`config.mk`:
```
export PLATFORM = sky130hd
export DESIGN_NAME = pipe_muldiv_seq
export DESIGN_NICKNAME = d
export VERILOG_FILES = /design/src/rtl/pipe_muldiv_seq_pkg.sv /design/src/rtl/pipe_muldiv_iter.sv /design/src/rtl/pipe_muldiv_seq.sv
export SDC_FILE = /design/constraint.sdc
export NUM_CORES = 1
export LEC_CHECK = 0
export ABC_CLOCK_PERIOD_IN_PS = 5050
export CAP_MARGIN = 20
export CELL_PAD_IN_SITES_DETAIL_PLACEMENT = 1
export CELL_PAD_IN_SITES_GLOBAL_PLACEMENT = 2
export CORE_MARGIN = 2
export CORE_UTILIZATION = 38
export DETAILED_ROUTE_END_ITERATION = 10
export GPL_TIMING_DRIVEN = 0
export PLACE_DENSITY = 0.93
export REMOVE_ABC_BUFFERS = 1
export SLEW_MARGIN = 20
export SYNTH_ARGS = -nofsm -noshare
export SYNTH_HDL_FRONTEND = slang
export SYNTH_SLANG_ARGS = --single-unit
```
`constraint.sdc`:
```
create_clock -name clock -period 5.05 [get_ports clock]
set_clock_uncertainty 0.05 [all_clocks]
set_input_delay 1.515 -clock clock [delete_from_list [all_inputs] [get_ports clock]]
set_output_delay 1.515 -clock clock [all_outputs]
set_load 0.05 [all_outputs]
```
`src/rtl/pipe_muldiv_seq_pkg.sv`:
```
// Shared encodings for the HI/LO multiply/divide sequencer.
//   op encodings : OP_MULT, OP_MULTU, OP_DIV, OP_DIVU
//   state_t      : sequencer FSM states
package pipe_muldiv_seq_pkg;

   localparam logic [1:0] OP_MULT  = 2'b00;
   localparam logic [1:0] OP_MULTU = 2'b01;
   localparam logic [1:0] OP_DIV   = 2'b10;
   localparam logic [1:0] OP_DIVU  = 2'b11;

   typedef enum logic [1:0] {
      S_IDLE = 2'd0,
      S_CALC = 2'd1,
      S_FIX  = 2'd2
   } state_t;

   function automatic logic op_is_div(input logic [1:0] op_code);
      return op_code[1];
   endfunction

   function automatic logic op_is_signed(input logic [1:0] op_code);
      return ~op_code[0];
   endfunction

endpackage

```
`src/rtl/pipe_muldiv_iter.sv`:
```
// One iteration of the unsigned shift-add multiply / restoring divide.
//   acc      : 2*WIDTH working register
//              multiply -> {partial product high, remaining multiplier}
//              divide   -> {partial remainder, remaining dividend/quotient}
//   operand  : multiplicand (multiply) or divisor (divide)
//   div_mode : 1 = divide step, 0 = multiply step
//   acc_next : accumulator after this step; in divide mode bit 0 is left
//              clear and the caller shifts q_bit into it
//   q_bit    : quotient bit produced by a divide step
module pipe_muldiv_iter #(
   parameter int WIDTH = 32
) (
   input  logic [2*WIDTH-1:0] acc,
   input  logic [WIDTH-1:0]   operand,
   input  logic               div_mode,
   output logic [2*WIDTH-1:0] acc_next,
   output logic               q_bit
);

   logic [WIDTH:0]   mul_sum;
   logic [WIDTH:0]   rem_shift;
   logic [WIDTH-1:0] rem_diff;

   always_comb begin
      mul_sum   = {1'b0, acc[2*WIDTH-1:WIDTH]} + {1'b0, (acc[0] ? operand : {WIDTH{1'b0}})};
      // Partial remainder shifted left one with the next dividend bit; one
      // extra bit so the compare against the divisor cannot overflow.
      rem_shift = acc[2*WIDTH-1:WIDTH-1];
      // Only used when rem_shift >= operand, so the result fits WIDTH bits.
      rem_diff  = rem_shift[WIDTH-1:0] - operand;
      q_bit     = 1'b0;
      acc_next  = '0;
      if (div_mode) begin
         q_bit = (rem_shift >= {1'b0, operand});
         if (q_bit)
            acc_next = {rem_diff, acc[WIDTH-2:0], 1'b0};
         else
            acc_next = {rem_shift[WIDTH-1:0], acc[WIDTH-2:0], 1'b0};
      end else begin
         // Carry out of the add becomes the top bit after the right shift.
         acc_next = {mul_sum, acc[WIDTH-1:1]};
      end
   end

endmodule

```
`src/rtl/pipe_muldiv_seq.sv`:
```
// Iterative multiply/divide sequencer owning the HI/LO register pair.
// Ports:
//   clock, resetn          : clock, asynchronous active-low reset
//   start, op, a, b        : EX-stage mul/div request and operands
//   cancel                 : flush of the issuing instruction
//   id_hilo_rd, id_muldiv  : ID holds mfhi/mflo or another mul/div
//   hi, lo                 : HI/LO registers
//   busy, done, stall      : in-flight flag, completion pulse, IF/ID hold
//
// state  | meaning
// S_IDLE | waiting for start; done pulse (if any) is visible here
// S_CALC | one unsigned iteration per cycle, WIDTH cycles
// S_FIX  | sign correction and HI/LO write
module pipe_muldiv_seq
   import pipe_muldiv_seq_pkg::*;
#(
   parameter int WIDTH = 32,
   parameter int CNT_W = 6
) (
   input  logic             clock,
   input  logic             resetn,
   input  logic             start,
   input  logic [1:0]       op,
   input  logic [WIDTH-1:0] a,
   input  logic [WIDTH-1:0] b,
   input  logic             cancel,
   input  logic             id_hilo_rd,
   input  logic             id_muldiv,
   output logic [WIDTH-1:0] hi,
   output logic [WIDTH-1:0] lo,
   output logic             busy,
   output logic             done,
   output logic             stall
);

   state_t               state_q, state_d;
   logic [CNT_W-1:0]     cnt_q;
   logic [2*WIDTH-1:0]   acc_q;
   logic [WIDTH-1:0]     opnd_q;
   logic                 is_div_q, sign_q, sign_r;
   logic [WIDTH-1:0]     hi_q, lo_q;
   logic                 done_q;

   logic                 accept, last_iter, signed_op;
   logic [WIDTH-1:0]     a_abs, b_abs;
   logic [2*WIDTH-1:0]   iter_acc;
   logic                 iter_q;
   logic [2*WIDTH-1:0]   prod_fix;
   logic [WIDTH-1:0]     quo, rem, hi_fix, lo_fix;

   pipe_muldiv_iter #(.WIDTH(WIDTH)) u_iter (
      .acc      (acc_q),
      .operand  (opnd_q),
      .div_mode (is_div_q),
      .acc_next (iter_acc),
      .q_bit    (iter_q)
   );

   always_comb begin
      signed_op = op_is_signed(op);
      a_abs     = (signed_op && a[WIDTH-1]) ? -a : a;
      b_abs     = (signed_op && b[WIDTH-1]) ? -b : b;
      accept    = (state_q == S_IDLE) && start && !cancel;
      last_iter = (cnt_q == CNT_W'(WIDTH-1));

      prod_fix  = sign_q ? -acc_q : acc_q;
      quo       = acc_q[WIDTH-1:0];
      rem       = acc_q[2*WIDTH-1:WIDTH];
      // A zero divisor yields an all-ones quotient and the raw |dividend| as
      // remainder; re-applying the dividend sign restores hi = a, so only lo
      // needs forcing (the quotient sign would otherwise turn it into 1).
      if (is_div_q) begin
         hi_fix = sign_r ? -rem : rem;
         lo_fix = (opnd_q == '0) ? {WIDTH{1'b1}} : (sign_q ? -quo : quo);
      end else begin
         hi_fix = prod_fix[2*WIDTH-1:WIDTH];
         lo_fix = prod_fix[WIDTH-1:0];
      end

      state_d = state_q;
      case (state_q)
         S_IDLE:  if (accept) state_d = S_CALC;
         S_CALC:  if (cancel) state_d = S_IDLE;
                  else if (last_iter) state_d = S_FIX;
         S_FIX:   state_d = S_IDLE;
         default: state_d = S_IDLE;
      endcase
   end

   always_ff @(posedge clock or negedge resetn) begin
      if (!resetn) begin
         state_q  <= S_IDLE;
         cnt_q    <= '0;
         acc_q    <= '0;
         opnd_q   <= '0;
         is_div_q <= 1'b0;
         sign_q   <= 1'b0;
         sign_r   <= 1'b0;
         hi_q     <= '0;
         lo_q     <= '0;
         done_q   <= 1'b0;
      end else begin
         state_q <= state_d;
         done_q  <= 1'b0;
         case (state_q)
            S_IDLE: if (accept) begin
               cnt_q    <= '0;
               is_div_q <= op_is_div(op);
               sign_q   <= signed_op & (a[WIDTH-1] ^ b[WIDTH-1]);
               sign_r   <= signed_op & a[WIDTH-1];
               if (op_is_div(op)) begin
                  acc_q  <= {{WIDTH{1'b0}}, a_abs};
                  opnd_q <= b_abs;
               end else begin
                  acc_q  <= {{WIDTH{1'b0}}, b_abs};
                  opnd_q <= a_abs;
               end
            end
            S_CALC: if (!cancel) begin
               cnt_q <= cnt_q + CNT_W'(1);
               acc_q <= {iter_acc[2*WIDTH-1:1], is_div_q ? iter_q : iter_acc[0]};
            end
            S_FIX: if (!cancel) begin
               hi_q   <= hi_fix;
               lo_q   <= lo_fix;
               done_q <= 1'b1;
            end
            default: ;
         endcase
      end
   end

   assign hi    = hi_q;
   assign lo    = lo_q;
   assign done  = done_q;
   assign busy  = (state_q != S_IDLE);
   assign stall = busy & (id_hilo_rd | id_muldiv);

endmodule

```
### Word level (Yosys, flattened, before mapping)

Cells that the tools add are included.

* output and inout port bits: 67
* logic and storage cells: 71
* register bits after elaboration: 172

* magnitude comparators: 1
* mux-type cells: 26
* reduce and logical (&&, ||, !) cells: 13
* add/sub/neg operators: 8
* bitwise operators: 7
* eq/ne operators: 6

Operator list (number)
* two-way mux 32 bit: 10
* two-way mux 64 bit: 5
* negator 32 bit: 4
* one-hot mux 64 bit (2 select lines): 1
* negator 64 bit: 1
* adder 32 x 32 -> 33 bit: 1
* >= comparator 33 x 32 -> 1 bit: 1
* logical NOT 32 bit: 1
* subtractor 32 bit: 1
* two-way mux 6 bit: 2
* one-hot mux 6 bit (2 select lines): 1
* adder 6 x 1 -> 6 bit (second input constant): 1
* == test 6 x 5 -> 1 bit (second input constant): 1
* two-way mux 2 bit: 3
* AND reduction 2 bit: 3
* logical AND 1 bit: 4
* != test 2 bit (second input constant): 2
* one-hot mux 2 bit (2 select lines): 1
* nonzero test 2 bit: 2
* bitwise AND 1 bit: 3
* two-way mux 1 bit: 3
* != test 3 bit (second input constant): 1
* AND reduction 3 bit: 1
* == test 2 x 1 -> 1 bit (second input constant): 1
* other kinds (6): 7

### Longest topological paths before layout

Gate-level depths: netlist of the first run.

* depth in word-level cells: 6
* depth in mapped cells: 14
* mapped depth without buffers: 13

### Hierarchy

A second synthesis of the first run with hierarchy kept.

* cells, all modules: 1921
* area total of the unflattened synthesis: 15371.0 µm²

By module, submodules not included
* pipe_muldiv_seq: area each 10701.5 µm², cells each 1243, instances 1
* pipe_muldiv_iter: area each 4669.5 µm², cells each 678, instances 1

### Worst setup path after synthesis of the first run

No wires, ideal clock.

* kind: input-to-reg
* from: input a[5]
* to: register acc_q[31]
* buffers on the path: 0
* slack: 1179 ps
* stages on the path: 9
* arrival time: 3717 ps
* setup time: 104 ps
* cells stage by stage: or4_1 or4b_4 nor4_4 nand3_2 nor4b_1 o21ai_0 nor2_1 a21oi_1 a221oi_1

* word-level cells in the longest chain between the ends: 5

Ends and longest elaborated chain
* start, declared: RTL line pipe_muldiv_seq.sv:24 `input logic [WIDTH-1:0] a,`
* negator 32 bit: RTL line pipe_muldiv_seq.sv:61 `a_abs = (signed_op && a[WIDTH-1]) ? -a : a;`
* two-way mux 32 bit: RTL line pipe_muldiv_seq.sv:61
* two-way mux 32 bit: RTL line pipe_muldiv_seq.sv:111 `if (op_is_div(op)) begin`
* two-way mux 64 bit: RTL line pipe_muldiv_seq.sv:106 `S_IDLE: if (accept) begin`
* one-hot mux 64 bit (2 select lines): RTL line pipe_muldiv_seq.sv:105 `case (state_q)`
* end signal, assigned: RTL line pipe_muldiv_seq.sv:112 `acc_q <= {{WIDTH{1'b0}}, a_abs};`
* end signal, assigned: RTL line pipe_muldiv_seq.sv:115 `acc_q <= {{WIDTH{1'b0}}, b_abs};`
* end signal, assigned: RTL line pipe_muldiv_seq.sv:121 `acc_q <= {iter_acc[2*WIDTH-1:1], is_div_q ? iter_q : iter_acc[0]};`
* end, declared: RTL line pipe_muldiv_seq.sv:38 `logic [2*WIDTH-1:0] acc_q;`

Every way passes these cells. The select of a mux whose other input is x is not followed.
A chain may end at the register's enable or synchronous reset.

### Final worst setup path of the first run

* from: input a[3]
* to: register acc_q[31]

The elaborated chain is that of the path after synthesis.

==> results of run 1 <==
## worst register-to-register path, stage by stage (launching register included)
cell and delay, ns:
dfrtp_1 0.48, inv_2 0.58, nor2_1 0.14, ha_1 0.27, a211oi_1 0.30, o21ai_0 0.23
o21ai_0 0.44, o21ai_0 0.42, a211oi_2 0.61, o211ai_1 0.18, o211ai_1 0.21, mux2_2 0.38
o31ai_1 0.21
## per-layer routing
metal,vias up,wire [microns],GRT usage
met5,-,0,0
li1,6640,-,-
met3,51,1937,0.03066
met2,310,25470,0.4591
met4,0,1155,0.07797
met1,7136,24150,0.3621
## state kept, by name, summed over array words and instances, names as in the netlist
register  flops
acc_q        64
hi           32
lo           32
opnd_q       32
cnt_q         6
state_q       2
done          1
is_div_q      1
sign_q        1
sign_r        1
## cell type report
type | count | area share
clock buffer | 19 | 0.02671
timing repair buffer | 153 | 0.09990
multi-input combinational | 1476 | 0.5577
sequential | 172 | 0.2541
tap | 511 | 0.03770
clock inverter | 13 | 0.009961
inverter | 63 | 0.01395
## worst min path at each step
stage / startpoint / slack, ns / endpoint
floorplan: opnd_q[23] / 0.40 / opnd_q[23]
global placement: hi[3] / 0.41 / hi[3]
detailed placement: hi[22] / 0.42 / hi[22]
CTS: hi[22] / 0.44 / hi[22]
global route: hi[7] / 0.46 / hi[7]
finish: hi[14] / 0.43 / hi[14]
## cell usage after synthesis (15+ instances only)
cell type	n
nor2_1	194
o21ai_0	183
nand2_1	178
a21oi_1	175
dfrtp_1	172
xnor2_1	90
clkbuf_1	89
xor2_1	89
ha_1	69
inv_1	62
mux2i_1	58
a21o_1	32
nor3_1	32
a22oi_1	23
or3_1	22
nand3_1	21
o31ai_1	21
a211oi_1	19
a31oi_1	19
nor4_1	19
o211ai_1	18
o21ai_1	17
nand2b_1	16
nand4_1	16
and3_1	15
## stage by stage
stage / cell area [sq um] / util / total power, mW / TNS [ns] / worst slack (ns)
floorplan: 13930 / - / 5.525 / -31.07 / -1.069
global placement: 15950 / 0.4264 / 6.883 / -1255.34 / -6.637
detailed placement: 16320 / 0.4364 / 7.058 / -0.04295 / -0.04295
CTS: 16940 / 0.4530 / 8.541 / 0 / 0.1789
global route: 16960 / 0.4534 / 9.178 / 0 / 0.08198
finish: 16960 / 0.4534 / 8.556 / 0 / 0.3715
## cell families after synthesis
kind of cell | count (synthesis)
buffers and inverters | 166
XOR/XNOR | 179
flip-flops | 172
AND/OR/NAND/NOR | 574
multiplexers | 65
adder cells (fa/ha/maj) | 71
AO/OA/AOI/OAI | 587
## cell usage in the layout (no fill, tap or decap), types with 6 or more instances in the layout
cell type and count:
a21o_1 32, mux2_2 7, nor3_1 32, nand4_1 16, nor2_1 191, ha_1 69
o21a_1 9, o21ai_1 16, o211ai_1 18, or4_1 12, xnor2_1 90, nor2b_1 6
nand2b_1 15, o41ai_1 9, nand2_1 176, mux2i_1 58, o21bai_1 7, a211oi_1 18
clkdlybuf4s50_1 136, xor2_1 89, nor3b_1 6, a21oi_1 173, or3_1 22, clkbuf_16 17
inv_1 60, nor4_1 19, or2_2 7, a22oi_1 23, dfrtp_1 170, and3_1 15
o22a_1 8, buf_16 8, a31oi_1 19, o31ai_1 21, nand3_1 21, o21ai_0 183
## power breakdown
part	internal (mW)	switching, mW	total [mW]
clock network	0.777	0.672	1.45
logic	1.99	2.86	4.85
registers	1.63	0.630	2.26
==> results_dict.tcl, run 1 <==
set metrics [dict create \
    grt_max_degree 88 \
    synth_edf_count 0 \
    synth_adder_area_share 0.06303 \
    min_path_cells 2 \
    seqCellArea_sq_mm 0.004309 \
    cts.path.max_buffers 2 \
    layout.cells.non_filler 2407 \
    dp.cells 2375 \
    post_cts_buffers 0 \
    fin_crit_ns 4.678 \
    setup_violations 0 \
    drtAntennaViolNets 0 \
    r2r_start "acc_q[0]" \
    worst-path-max-fanout 8 \
    io_pins 139 \
    status "completed" \
    start_util 0.3832 \
    ir_worst_vdd_v 0.0002346 \
    worst-r2r-setup-slack_ns 0.44 \
    synth_top_area_frac 0.3003 \
    critPathKind "in -> reg" \
    viasPerCell 5.873 \
    core_sq_mm 0.03740 \
    critical_path_cell_count 10 \
    ctsHoldBuffers 0 \
    synth_ff_type "dfrtp_1" \
    path_buf_inv 1 \
    die_w_microns 198.2 \
    arrival_ns 5.00 \
    grt_pass1_vias 14630 \
    fmax_mhz 213.7 \
    worst_pin_slew_ns 1.076 \
    cpPeakStageDelay_ns 0.61 \
    hold_viol 0 \
    r2r_cells 12 \
    hpwlAfterDp_microns 40800 \
    clock_latency_ns 0.47 \
    grt_pass1_wl_microns 82700 \
    multi_input_area_sq_mm 0.009457 \
    area_growth_pct 18.32 \
    htree_levels 4 \
    synth_top_cell_by_area "dfrtp_1" \
    synth_xor_area_frac 0.1094 \
    maxCapViolations 0 \
    drtIter0Drc 700 \
    critPathCapture "acc_q[31]" \
    worstPathRequired_ns 5.37 \
    min_path_type "reg -> reg" \
    synth_mux_area_frac 0.04601 \
    synth_compound_area_frac 0.2478 \
    rsz0062_at_grt "no" \
    synthCells 1814 \
    gp_congestion 0.9075 \
    r2r-end "acc_q[62]" \
    ys_types 76 \
    synth_top_family_by_area "compound AO/OA/AOI/OAI gates" \
    clkSinkCount 172 \
    dieHeight_microns 198.2 \
    syn-cell-area_sq_mm 0.01433 \
    crit_path_start "a[3]" \
    cpMaxStageDelayCell "or4_1" \
    clk_pin_slew_ns 0.08 \
    drive_above_1_share 0.05327 \
    drt_wl_total_microns 52720 \
    io_buffers 138 \
    max_slew_margin 0.2774 \
    p_leak_nw 7.135 \
    synth_area_leaders "dfrtp_1, o21ai_0, a21oi_1" \
    nets 2026 \
    ctsResizeCount 0 \
    crit_path_start_kind "input port" \
    synth-simple-area-share 0.1887 \
    ys_seq_area_frac 0.3003 \
    grt_usage 0.2706 \
    cts_made_buffers 17 \
    dieArea_sq_mm 0.03929 \
    dr.pass1.iters 6 \
    synth_seq_cells 172 \
    wl_per_cell_microns 21.90 \
    grt_overflow 0 \
    avgSynthCellArea_sq_um 7.901 \
    async_flop_share 1.000 \
    power.density_cell_area_mw_per_mm2 504.6 \
    finalMaxSlewViolations 0 \
    cp-end-kind "flop" \
    fin_crit_sh 0.9264 \
    num_antenna_cells 0 \
    cp_cell_sequence "clkdlybuf4s50_1 > or4_1 > or4b_4 > nor4_4 > nand3_2 > nor4b_1 > o21ai_0 > nor2_1 > a21oi_1 > a221oi_1" \
    cts_tree "done" \
    drc 0 \
    whs_ns 0.4336 \
    placementRows 71 \
    cpLargestDelayFamily "simple AND/OR/NAND/NOR gates" \
    clock-root-buffer "clkbuf_16" \
    yosysWarnings 0 \
    antenna_found_initial 0 \
    vias 14140 \
    final.fill_count 4474 \
]
(Power assumes the default switching activity.)
==> run 2, diff against run 1 <==
ABC_AREA = 1   (was default)
CORE_MARGIN = 1.5   (was 2)
CORE_UTILIZATION = 34   (was 38)
PLACE_DENSITY = 0.92   (was 0.93)
==> run 2 against run 1 <==
  * Combinational power increased by 39%
  * Critical path depth down 2
  * Wire length is 58% higher
  * Area after synthesis rose by 24%
  * Non-clock buffer count fell by 1
  * Sequential share of layout area fell by 4.5 points
  * Die area increased by 37%
  * Largest cell class unchanged
  * Largest power group unchanged
==> results_dict.tcl, run 2 <==
set metrics [dict create \
    cp-end-kind "flop" \
    drt_wl_total_microns 83500 \
    hold_viol 0 \
    worstPathRequired_ns 5.43 \
    synth_ff_type "dfrtp_1" \
    cts_tree "done" \
    placementRows 83 \
    dr.pass1.iters 5 \
    place_worst_setup_slack_ns 0.02841 \
    dieHeight_microns 232.1 \
    cpMaxStageDelayCell "nor2_2" \
    worst-path-max-fanout 22 \
    ir_worst_vdd_v 0.0002694 \
    core_sq_mm 0.05161 \
    drtAntennaViolNets 0 \
    p_total_mw 10.64 \
    cts_made_buffers 17 \
    critPathKind "in -> reg" \
    clock_latency_ns 0.51 \
    io_pins 139 \
    drtIter0Drc 1353 \
    start_util 0.3456 \
    ctsResizeCount 0 \
    gp_congestion 0.9905 \
    grt_pass1_wl_microns 127800 \
    status "completed" \
    htree_levels 4 \
    final.fill_count 6954 \
    drc 0 \
    syn-cell-area_sq_mm 0.01784 \
    power.density_cell_area_mw_per_mm2 515.8 \
    wl_per_cell_microns 21.85 \
    vias 20860 \
    rsz0062_at_grt "no" \
    grt_pass1_vias 21280 \
    cpPeakStageDelay_ns 0.70 \
    worst_pin_slew_ns 1.051 \
    clock-root-buffer "clkbuf_16" \
    synth_area_leaders "dfrtp_1, nand2_1, nand3_1" \
    synth_common_cells "nand2_1, inv_1, nand3_1, nor2_1, dfrtp_1" \
    p_leak_nw 10.46 \
    avgSynthCellArea_sq_um 5.849 \
    clk_pin_slew_ns 0.08 \
    top_register "acc_q" \
    largest_reg_flops 64 \
    antenna_found_initial 0 \
    drive_above_1_share 0.03278 \
    ys_seq_area_frac 0.2413 \
    synth_edf_count 0 \
    ys_types 53 \
    cts.path.max_buffers 2 \
    maxCapViolations 0 \
    nets 3272 \
    synthCells 3050 \
    r2r_start "state_q[0]" \
    grt_max_degree 94 \
    yosysWarnings 0 \
    grt_usage 0.3141 \
    fin_crit_ns 4.566 \
    dieArea_sq_mm 0.05385 \
    hpwlAfterDp_microns 68150 \
    synth_top_area_frac 0.2413 \
    final_cell_mix "nand2_1, inv_1, nand3_1, nor2_1, dfrtp_1" \
    io_buffers 138 \
    yosysMostFrequentCell "nand2_1" \
    synth_seq_cells 172 \
    setup_violations 0 \
    crit_path_start_kind "input port" \
    grt_overflow 0 \
    viasPerCell 5.458 \
    final_common_cell "nand2_1" \
    path_buf_inv 4 \
    area_growth_pct 15.64 \
    final.setup.worst_slack_ns 0.4839 \
    cpLargestDelayFamily "buffers and inverters" \
    finalMaxSlewViolations 0 \
    cp_cell_sequence "clkdlybuf4s50_1 > nor3_4 > buf_8 > inv_2 > nor2_2 > inv_1 > a21oi_1 > a211o_1" \
    arrival_ns 4.95 \
    fmax_mhz 219.0 \
    async_flop_share 1.000 \
    min_path_type "reg -> reg" \
    fin_crit_sh 0.9042 \
    max_slew_margin 0.2985 \
    seqCellArea_sq_mm 0.004310 \
    ctsHoldBuffers 0 \
    post_cts_buffers 0 \
    crit_path_start "cancel" \
    clkSinkCount 172 \
    synth_top_cell_by_area "dfrtp_1" \
    num_antenna_cells 0 \
    hold_start "cnt_q[5]" \
    die_w_microns 232.1 \
    multi_input_area_sq_mm 0.01146 \
]
## run 2: cell count changes after synthesis, moves of 29 or more
cell,change
xnor2_1,-79
nand4_1,+42
nand2_1,+754
inv_1,+382
clkbuf_1,-40
o21ai_0,-34
a21o_1,-29
nor2_1,+149
nand3_1,+326
mux2i_1,-58
xor2_1,-44
## run 2: kinds of logic (layout without fill, tap and decap cells)
logic type | Yosys count | count (layout) | synth area share
and+or+nand+nor | 1767 | 1767 | 0.4192
buffers and inverters | 544 | 636 | 0.1183
AOI/OAI and AO/OA | 440 | 440 | 0.1431
DFF | 172 | 172 | 0.2413
adders and majority gates | 71 | 71 | 0.05064
xor gates and xnor gates | 56 | 56 | 0.02749
## run 2: power by group
part / internal (mW) / total, mW / switching (mW) / leakage (nW)
combinational: 2.04 / 6.72 / 4.68 / 8.05
clock: 0.714 / 1.42 / 0.709 / 0.287
sequential: 1.68 / 2.50 / 0.826 / 2.12
total: 4.43 / 10.6 / 6.21 / 10.5
## run 2: cell type report
type                       count  share of cell area
sequential                   172              0.2089
clock buffer                  19             0.02147
multi-input combinational   2334              0.5556
tap                          680             0.04124
clock inverter                13            0.007581
timing repair buffer         152             0.08279
inverter                     452             0.08236
## run 2: worst register-to-register path: stages (launching register included)
cell and delay (ns):
dfrtp_1 0.44, nor2_1 0.39, inv_2 0.10, nor3_4 0.50, buf_8 0.26, inv_2 0.22, nor2_2 0.70, inv_1 0.44
a21oi_1 0.34, a211o_1 0.14
## run 2: final timing paths
check                             endpoint  cells after the start  slack [ns]
worst max-delay path            opnd_q[12]                      8        0.48
worst min-delay path              cnt_q[5]                      1        0.43
worst max register to register  opnd_q[12]                      9        1.39
worst min register to register    cnt_q[5]                      1        0.43
max in group asynchronous        acc_q[62]                      2        3.07
min in group asynchronous           lo[16]                      1        0.93
## run 2: through the flow
stage,setup TNS (ns),hold WS (ns),cell area (sq um),util,std cells
floorplan,-1.929,0.3867,17430,-,2958
global placement,-1232.69,0.4046,19660,0.3809,3776
finish,0,0.4327,20630,0.3997,3822
detailed placement,0,0.4176,20030,0.3881,3790
CTS,0,0.4402,20630,0.3997,3822
global route,0,0.4563,20630,0.3997,3822
## run 2: per-layer routing
layer	routed length, microns	global-route usage
met1	37670	0.4172
met2	38820	0.5153
met3	3763	0.03991
met5	0	0
met4	3247	0.1242
